File: config.mk
export PLATFORM = sky130hd
export DESIGN_NAME = sel_pipe_mux_flat
export DESIGN_NICKNAME = d
export VERILOG_FILES = /design/src/rtl/sel_pipe_mux_if.sv /design/src/rtl/sel_pipe_mux.sv /design/src/flat_wrapper.sv
export SDC_FILE = /design/constraint.sdc
export NUM_CORES = 1
export LEC_CHECK = 0
export BUFFER_PORTS_ARGS = -buffer_cell sky130_fd_sc_hd__buf_2
export CORE_ASPECT_RATIO = 1.1
export CORE_UTILIZATION = 28
export CTS_BUF_LIST = sky130_fd_sc_hd__clkbuf_16
export DETAILED_ROUTE_END_ITERATION = 8
export GPL_TIMING_DRIVEN = 0
export HOLD_SLACK_MARGIN = 0.1
export RECOVER_POWER = 50
export SYNTH_ARGS = -nofsm -noshare
export SYNTH_HDL_FRONTEND = slang
export SYNTH_SLANG_ARGS = --single-unit
File: constraint.sdc
create_clock -name clk -period 2.7 [get_ports clk]
set_clock_uncertainty 0.05 [all_clocks]
set_input_delay 0.54 -clock clk [delete_from_list [all_inputs] [get_ports clk]]
set_output_delay 0.54 -clock clk [all_outputs]
set_load 0.02 [all_outputs]
File: src/rtl/sel_pipe_mux_if.sv
// sel_pipe_mux_if: upstream/downstream signal bundle for sel_pipe_mux.
// The master modport is the side that offers beats and consumes results.
// The slave modport is the mux itself.
interface sel_pipe_mux_if #(
    parameter int WIDTH = 32,
    parameter int N     = 3
);
    localparam int SEL_W = (N > 1) ? $clog2(N) : 1;

    logic [N*WIDTH-1:0] in_data;
    logic [SEL_W-1:0]   in_sel;
    logic               in_zero;
    logic               in_valid;
    logic               in_ready;
    logic               flush;
    logic [WIDTH-1:0]   out_data;
    logic               out_sel_err;
    logic               out_valid;
    logic               out_ready;

    modport master (
        output in_data, in_sel, in_zero, in_valid, flush, out_ready,
        input  in_ready, out_data, out_sel_err, out_valid
    );

    modport slave (
        input  in_data, in_sel, in_zero, in_valid, flush, out_ready,
        output in_ready, out_data, out_sel_err, out_valid
    );
endinterface

File: src/rtl/sel_pipe_mux.sv
// sel_pipe_mux: N-to-1 lane select with a registered, back-pressurable
// output stage (main register plus one skid register).
// An out-of-range select yields DEFAULT and raises out_sel_err; in_zero
// forces a zero bubble. flush drops every held beat.
// Optional macro SEL_PIPE_MUX_STATS_EN adds xfer_cnt / err_cnt outputs.
module sel_pipe_mux #(
    parameter int               WIDTH   = 32,
    parameter int               N       = 3,
    parameter logic [WIDTH-1:0] DEFAULT = '0
) (
    input  logic         clk,
    input  logic         rst,
    sel_pipe_mux_if.slave bus
`ifdef SEL_PIPE_MUX_STATS_EN
    ,
    output logic [31:0]  xfer_cnt,
    output logic [15:0]  err_cnt
`endif
);
    localparam int SEL_W = (N > 1) ? $clog2(N) : 1;

    typedef enum logic [1:0] {
        ST_EMPTY = 2'd0,
        ST_ONE   = 2'd1,
        ST_TWO   = 2'd2
    } state_t;

    // Returns {err, data} for one candidate beat. Every select value is
    // covered: the default is the out-of-range result and in-range lanes
    // override it; the bubble overrides everything.
    function automatic logic [WIDTH:0] pick_lane(
        input logic [N*WIDTH-1:0] data,
        input logic [SEL_W-1:0]   sel,
        input logic               zero
    );
        logic [WIDTH:0] res;
        res = {1'b1, DEFAULT};
        for (int i = 0; i < N; i++) begin
            if (sel == i[SEL_W-1:0]) begin
                res = {1'b0, data[i*WIDTH +: WIDTH]};
            end
        end
        if (zero) begin
            res = '0;
        end
        return res;
    endfunction

    state_t           state_q, state_d;
    logic [WIDTH-1:0] main_data_q, main_data_d;
    logic             main_err_q, main_err_d;
    logic [WIDTH-1:0] skid_data_q, skid_data_d;
    logic             skid_err_q, skid_err_d;

    logic [WIDTH:0]   pick;
    logic             accept;
    logic             emit;

    assign pick = pick_lane(bus.in_data, bus.in_sel, bus.in_zero);

    // in_ready depends only on skid occupancy, flush and reset, never on
    // out_ready, so there is no combinational ready path through the block.
    assign bus.in_ready    = rst && !bus.flush && (state_q != ST_TWO);
    assign bus.out_valid   = (state_q != ST_EMPTY);
    assign bus.out_data    = main_data_q;
    assign bus.out_sel_err = main_err_q;

    assign accept = bus.in_valid && bus.in_ready;
    assign emit   = bus.out_valid && bus.out_ready;

    // Occupancy FSM and data steering between main and skid registers.
    always_comb begin
        state_d     = state_q;
        main_data_d = main_data_q;
        main_err_d  = main_err_q;
        skid_data_d = skid_data_q;
        skid_err_d  = skid_err_q;

        if (bus.flush) begin
            state_d = ST_EMPTY;
        end else begin
            case (state_q)
                ST_EMPTY: begin
                    if (accept) begin
                        main_data_d = pick[WIDTH-1:0];
                        main_err_d  = pick[WIDTH];
                        state_d     = ST_ONE;
                    end
                end
                ST_ONE: begin
                    if (accept && emit) begin
                        main_data_d = pick[WIDTH-1:0];
                        main_err_d  = pick[WIDTH];
                    end else if (accept) begin
                        skid_data_d = pick[WIDTH-1:0];
                        skid_err_d  = pick[WIDTH];
                        state_d     = ST_TWO;
                    end else if (emit) begin
                        state_d = ST_EMPTY;
                    end
                end
                ST_TWO: begin
                    if (emit) begin
                        main_data_d = skid_data_q;
                        main_err_d  = skid_err_q;
                        state_d     = ST_ONE;
                    end
                end
                default: begin
                    state_d = ST_EMPTY;
                end
            endcase
        end
    end

    // State and output (main) register; reset clears what the outputs show.
    always_ff @(posedge clk) begin
        if (!rst) begin
            state_q     <= ST_EMPTY;
            main_data_q <= '0;
            main_err_q  <= 1'b0;
        end else begin
            state_q     <= state_d;
            main_data_q <= main_data_d;
            main_err_q  <= main_err_d;
        end
    end

    // Skid register; its contents are meaningless unless state is TWO.
    always_ff @(posedge clk) begin
        skid_data_q <= skid_data_d;
        skid_err_q  <= skid_err_d;
    end

`ifdef SEL_PIPE_MUX_STATS_EN
    logic [31:0] xfer_cnt_q, xfer_cnt_d;
    logic [15:0] err_cnt_q, err_cnt_d;

    // Emit counters; a flush-cycle emit still counts as consumed.
    always_comb begin
        xfer_cnt_d = xfer_cnt_q;
        err_cnt_d  = err_cnt_q;
        if (emit) begin
            xfer_cnt_d = xfer_cnt_q + 32'd1;
            if (main_err_q) begin
                err_cnt_d = err_cnt_q + 16'd1;
            end
        end
    end

    // Counter registers, cleared only by reset.
    always_ff @(posedge clk) begin
        if (!rst) begin
            xfer_cnt_q <= '0;
            err_cnt_q  <= '0;
        end else begin
            xfer_cnt_q <= xfer_cnt_d;
            err_cnt_q  <= err_cnt_d;
        end
    end

    assign xfer_cnt = xfer_cnt_q;
    assign err_cnt  = err_cnt_q;
`endif
endmodule

File: src/flat_wrapper.sv
// flat-port wrapper written by rule: the top's interface ports become plain ports
module sel_pipe_mux_flat 
#(
    parameter int               WIDTH   = 32,
    parameter int               N       = 3,
    parameter logic [WIDTH-1:0] DEFAULT = '0
)
  (clk, rst, bus_in_data, bus_in_sel, bus_in_zero, bus_in_valid, bus_flush, bus_out_ready, bus_in_ready, bus_out_data, bus_out_sel_err, bus_out_valid);
  sel_pipe_mux_if #(.WIDTH(WIDTH), .N(N)) bus_i ();
  input  logic clk;
  input  logic rst;
  input wire logic [$bits(bus_i.in_data)-1:0] bus_in_data;
  input wire logic [$bits(bus_i.in_sel)-1:0] bus_in_sel;
  input wire logic [$bits(bus_i.in_zero)-1:0] bus_in_zero;
  input wire logic [$bits(bus_i.in_valid)-1:0] bus_in_valid;
  input wire logic [$bits(bus_i.flush)-1:0] bus_flush;
  input wire logic [$bits(bus_i.out_ready)-1:0] bus_out_ready;
  output wire logic [$bits(bus_i.in_ready)-1:0] bus_in_ready;
  output wire logic [$bits(bus_i.out_data)-1:0] bus_out_data;
  output wire logic [$bits(bus_i.out_sel_err)-1:0] bus_out_sel_err;
  output wire logic [$bits(bus_i.out_valid)-1:0] bus_out_valid;
  assign bus_i.in_data = bus_in_data;
  assign bus_i.in_sel = bus_in_sel;
  assign bus_i.in_zero = bus_in_zero;
  assign bus_i.in_valid = bus_in_valid;
  assign bus_i.flush = bus_flush;
  assign bus_i.out_ready = bus_out_ready;
  assign bus_in_ready = bus_i.in_ready;
  assign bus_out_data = bus_i.out_data;
  assign bus_out_sel_err = bus_i.out_sel_err;
  assign bus_out_valid = bus_i.out_valid;
  sel_pipe_mux #(.WIDTH(WIDTH), .N(N), .DEFAULT(DEFAULT)) u_core (.clk(clk), .rst(rst), .bus(bus_i));
endmodule
**Word-level counts from Yosys, hierarchy flattened**

Index checks and enable logic that the tools add are counted.

- Register bits after elaboration: 68
- Input bits: 104
- Output and inout bits: 35
- Word-level logic and storage cells: 50

- Equality and inequality tests: 10
- Mux-type cells: 18
- Bitwise operators: 3
- Reduce and logical (&&, ||, !) cells: 14

Operators by type and width:

| kind | number |
|---|---|
| $mux 33 | 4 |
| $mux 32 | 3 |
| $pmux 32 s3 | 1 |
| $mux 2 | 5 |
| $reduce_and 4->1 | 2 |
| $ne 2x1->1 const B | 3 |
| $pmux 2 s3 | 1 |
| $logic_and 1x1->1 | 5 |
| $reduce_and 5->1 | 1 |
| $eq 2x1->1 const B | 2 |
| $eq 2x2->1 const B | 2 |
| $logic_not 2->1 | 2 |
| $ne 2x2->1 const B | 2 |
| $mux 1 | 3 |
| $ne 3x1->1 const B | 1 |
| $not 1->1 | 3 |
| $pmux 1 s3 | 1 |
| $reduce_bool 3->1 | 1 |
| $reduce_bool 2->1 | 1 |
| $reduce_or 2->1 | 1 |
| $logic_not 1->1 | 1 |

**Logic depth before layout (Yosys ltp)**

- Depth in word-level cells: 7
- Gate-level depth with buffers: 7
- Mapped depth without buffers: 4

**Worst setup path before layout**

Ideal clock, no wire load.

- Path kind: input to register
- From: input port bus_out_ready
- To: register u_core.skid_data_q[0] (enable)
- Arrival: 2.201 ns
- Required time: 2.227 ns
- Setup slack: 0.026 ns
- Stages on the path: 3
- Path buffers: 0
- Cell sequence: nor2b_1 > nand2_1 > nor2_1

- Word-level cells in the longest chain between the ends: 4

RTL lines:

| item | RTL line | RTL |
|---|---|---|
| start, declared | flat_wrapper.sv:17 | `input wire logic [$bits(bus_i.out_ready)-1:0] bus_out_ready;` |
| $logic_and 1x1->1 | sel_pipe_mux.sv:69 | `assign emit = bus.out_valid && bus.out_ready;` |
| $logic_and 1x1->1 | sel_pipe_mux.sv:91 | `if (accept && emit) begin` |
| $not 1->1 (no source line) | - |  |
| $reduce_and 4->1 (no source line) | - |  |
| end signal, assigned | sel_pipe_mux.sv:131 | `skid_data_q <= skid_data_d;` |
| end, declared | sel_pipe_mux.sv:52 | `logic [WIDTH-1:0] skid_data_q, skid_data_d;` |

Every way passes these cells.
A chain may end at the register's enable or synchronous reset.

**Final worst setup path**

- From: register u_core.state_q[1]
- To: output port bus_in_ready

- Word-level cells in the longest chain between the ends: 2

RTL lines:

| item | RTL line | RTL |
|---|---|---|
| start, declared | sel_pipe_mux.sv:49 | `state_t state_q, state_d;` |
| start signal, assigned | sel_pipe_mux.sv:123 | `state_q <= state_d;` |
| $ne 2x2->1 | sel_pipe_mux.sv:63 | `assign bus.in_ready = rst && !bus.flush && (state_q != ST_TWO);` |
| $logic_and 1x1->1 | sel_pipe_mux.sv:63 |  |
| end, declared | flat_wrapper.sv:18 | `output wire logic [$bits(bus_i.in_ready)-1:0] bus_in_ready;` |

Every way passes these cells.

==> flow_summary.json <==
{
  "synthSimpleGateAreaFrac_pct": 5.723,
  "cts_tree": "built",
  "post_cts_resized": 0,
  "final_area_mm2": 0.004991,
  "critPathCaptureType": "output port",
  "dr.pass1.iters": 4,
  "synth_top_family_by_area": "compound AO/OA/AOI/OAI gates",
  "drt_iter0_markers": 102,
  "syn-num-nets": 422,
  "syn_to_final_growth_pct": 30.44,
  "grt_max_degree": 34,
  "powerDensity_mw_per_mm2": 544.4,
  "critPathBufInv": 3,
  "clkPwrFrac_pct": 41.9,
  "clock_latency_ns": 0.32,
  "start_kind": "flip-flop",
  "io_buffers": 135,
  "cts_buffers": 9,
  "initial_utilization_pct": 28.84,
  "path_class": "flip-flop to output port",
  "ir_drop_mv": 0.2673,
  "drv_slew": 0,
  "clk_pin_slew_ns": 0.06,
  "final_hold_viol_count": 0,
  "clockBufferDepth": 2,
  "leakagePower_nw": 1.948,
  "vias": 3043,
  "coreArea_mm2": 0.01327,
  "dp_hpwl_um": 7395,
  "hold_buffers": 0,
  "setup_ws_ns": 0.4316,
  "fin_crit_ns": 2.268,
  "die_x_um": 113.5,
  "synthCells": 318,
  "max_slew_margin_pct": 40.20,
  "die-area_mm2": 0.01414,
  "fin_util_pct": 37.62,
  "ant_nets": 0,
  "wirelength_um": 9840,
  "synth_xor_area_share_pct": 0,
  "netlist_area_mm2": 0.003826,
  "synthAdderAreaFrac_pct": 0,
  "ys_ff_latch": 68,
  "dp_slack_ns": 0.6504,
  "seqPwrFrac_pct": 41.4,
  "grt_first_pass_wirelength_um": 15730,
  "synth-edff-count": 33,
  "path_max_fanout": 10,
  "first_global_vias": 3188,
  "synth_compound_area_share_pct": 36.17,
  "n_antenna_cell": 0,
  "crit_path_max_incr_delay_ns": 0.42,
  "yosysMostFrequentCell": "nor2_1",
  "tightest_slew_ns": 0.8970,
  "cp.required_ns": 2.11,
  "grt.total_usage_pct": 14.40,
  "cap_violations": 0,
  "switching_share_pct": 25.14,
  "crit_slowest_cell": "dfxtp_1",
  "h-tree-depth": 3,
  "outcome": "finished, final reports clean",
  "whs_ns": 0.3932,
  "power.total_mw": 2.717,
  "synth_area_leaders": "edfxtp_1 (26%), dfxtp_1 (18%), o2bb2a_4 (16%), mux2i_1 (8.6%), a2bb2oi_1 (7.3%)",
  "pin_count": 139,
  "gp_congestion": 0.7213,
  "synth_area_per_cell_um2": 12.03,
  "setup_viol": 0,
  "synth.yosys.seq_area_share_pct": 44.21,
  "drt-vias-per-instance": 4.653,
  "min_path_type": "primary input to flip-flop",
  "antenna_found_initial": 0,
  "gr-total-overflow": 0,
  "drc": 0,
  "cts_root_buffer": "clkbuf_16",
  "synth_commonest_cells": "nor2_1 (36), dfxtp_1 (35), edfxtp_1 (33), mux2i_1 (33)",
  "p_sw_uw": 683.0,
  "max_freq_mhz": 440.8,
  "post_cts_buffers": 0,
  "synthMuxAreaShare_pct": 8.633,
  "cp_top_family": "buffers and inverters",
  "rsz0062_at_grt": "no",
  "finalCritPeriodShare_pct": 84.01,
  "crit_arrival_ns": 1.68,
  "dpl_cell_area_mm2": 0.004760,
  "rows": 44,
  "cts_num_sinks": 68,
  "path_cells": "nor2b_1 > buf_6 > clkbuf_2 > nor2_1 > buf_2",
  "avgRoutedWirePerCell_um": 15.05,
  "drive_gt1_share_pct": 42.34,
  "p_int_mw": 2.034,
  "synth_cell_types": 27,
  "synth_top_area_share_pct": 25.90,
  "nets": 569,
  "synth_area_leader_cell": "edfxtp_1",
  "comb_power_share_pct": 16.7,
  "dieHeight_um": 124.6,
  "async_flop_share_pct": 0,
  "yosysWarnings": 0,
  "synth_flop_cell": "dfxtp_1"
}
[layer usage]
| layer | vias to the layer above | track usage [%] | wire [um] |
|---|---|---|---|
| met2 | 84 | 26.49 | 5032 |
| met4 | 0 | 4.721 | 158 |
| met1 | 1444 | 15.86 | 4178 |
| li1 | 1502 | - | - |
| met5 | - | 0 | 0 |
| met3 | 13 | 3.747 | 471 |
[through the flow]
step	std cells	TNS (ns)
after floorplan	318	0
after global placement	637	-28.07
after detailed placement	638	0
after CTS	654	0
after global routing	654	0
final	654	0
[cells by family after synthesis]
| group | after synthesis |
|---|---|
| and+or+nand+nor | 50 |
| muxes | 33 |
| AOI/OAI and AO/OA | 134 |
| DFF | 68 |
| buffers and inverters | 33 |
[power by group through the flow]
stage	sequential [mW]	combinational, mW	clock (mW)
6_report	1.13	0.453	1.14
3_3_place_gp	1.15	0.457	0
4_1_cts	1.12	0.468	1.17
3_5_place_dp	1.15	0.466	0
2_1_floorplan	1.18	0.272	0
5_1_grt	1.13	0.495	1.21
[registers in the layout, summed over array words and instances (netlist names)]
| register | flops |
|---|---|
| u_core.bus.out_data | 32 |
| u_core.skid_data_q | 32 |
| u_core.state_q | 2 |
| u_core.bus.out_sel_err | 1 |
| u_core.skid_err_q | 1 |
[layout make-up]
class / instances / area (um^2)
multi-input combinational: 217 / 1941
sequential: 68 / 1692
timing repair buffer: 136 / 639.4
fill: 1338 / 8277
buffer: 33 / 196.4
clock inverter: 7 / 67.56
tap: 184 / 230.2
clock buffer: 9 / 225.2
[final timing paths]
path | endpoint | start | depth (start not counted) | slack (ns)
worst min-delay path | u_core.state_q[1] | bus_out_ready | 2 | 0.39
worst min register to register | u_core.bus.out_sel_err | u_core.bus.out_sel_err | 1 | 0.45
worst max register to register | u_core.skid_data_q[26] | u_core.state_q[0] | 4 | 0.67
worst max-delay path | bus_in_ready | u_core.state_q[1] | 5 | 0.43
[cell usage in the layout (no fill, tap or decap), drive strengths merged]
| master | n |
|---|---|
| a21oi | 34 |
| a2bb2oi | 32 |
| buf | 118 |
| bufinv | 1 |
| clkbuf | 60 |
| clkinv | 4 |
| clkinvlp | 2 |
| dfxtp | 35 |
| edfxtp | 33 |
| mux2i | 33 |
| nand2 | 4 |
| nand2b | 1 |
| nand4bb | 1 |
| nor2 | 36 |
| nor2b | 4 |
| nor3 | 1 |
| o211a | 1 |
| o21ai | 32 |
| o22a | 1 |
| o2bb2a | 32 |
| o311ai | 1 |
| o31ai | 1 |
| or2 | 3 |
No activity file was read; power rests on OpenSTA's default activity.
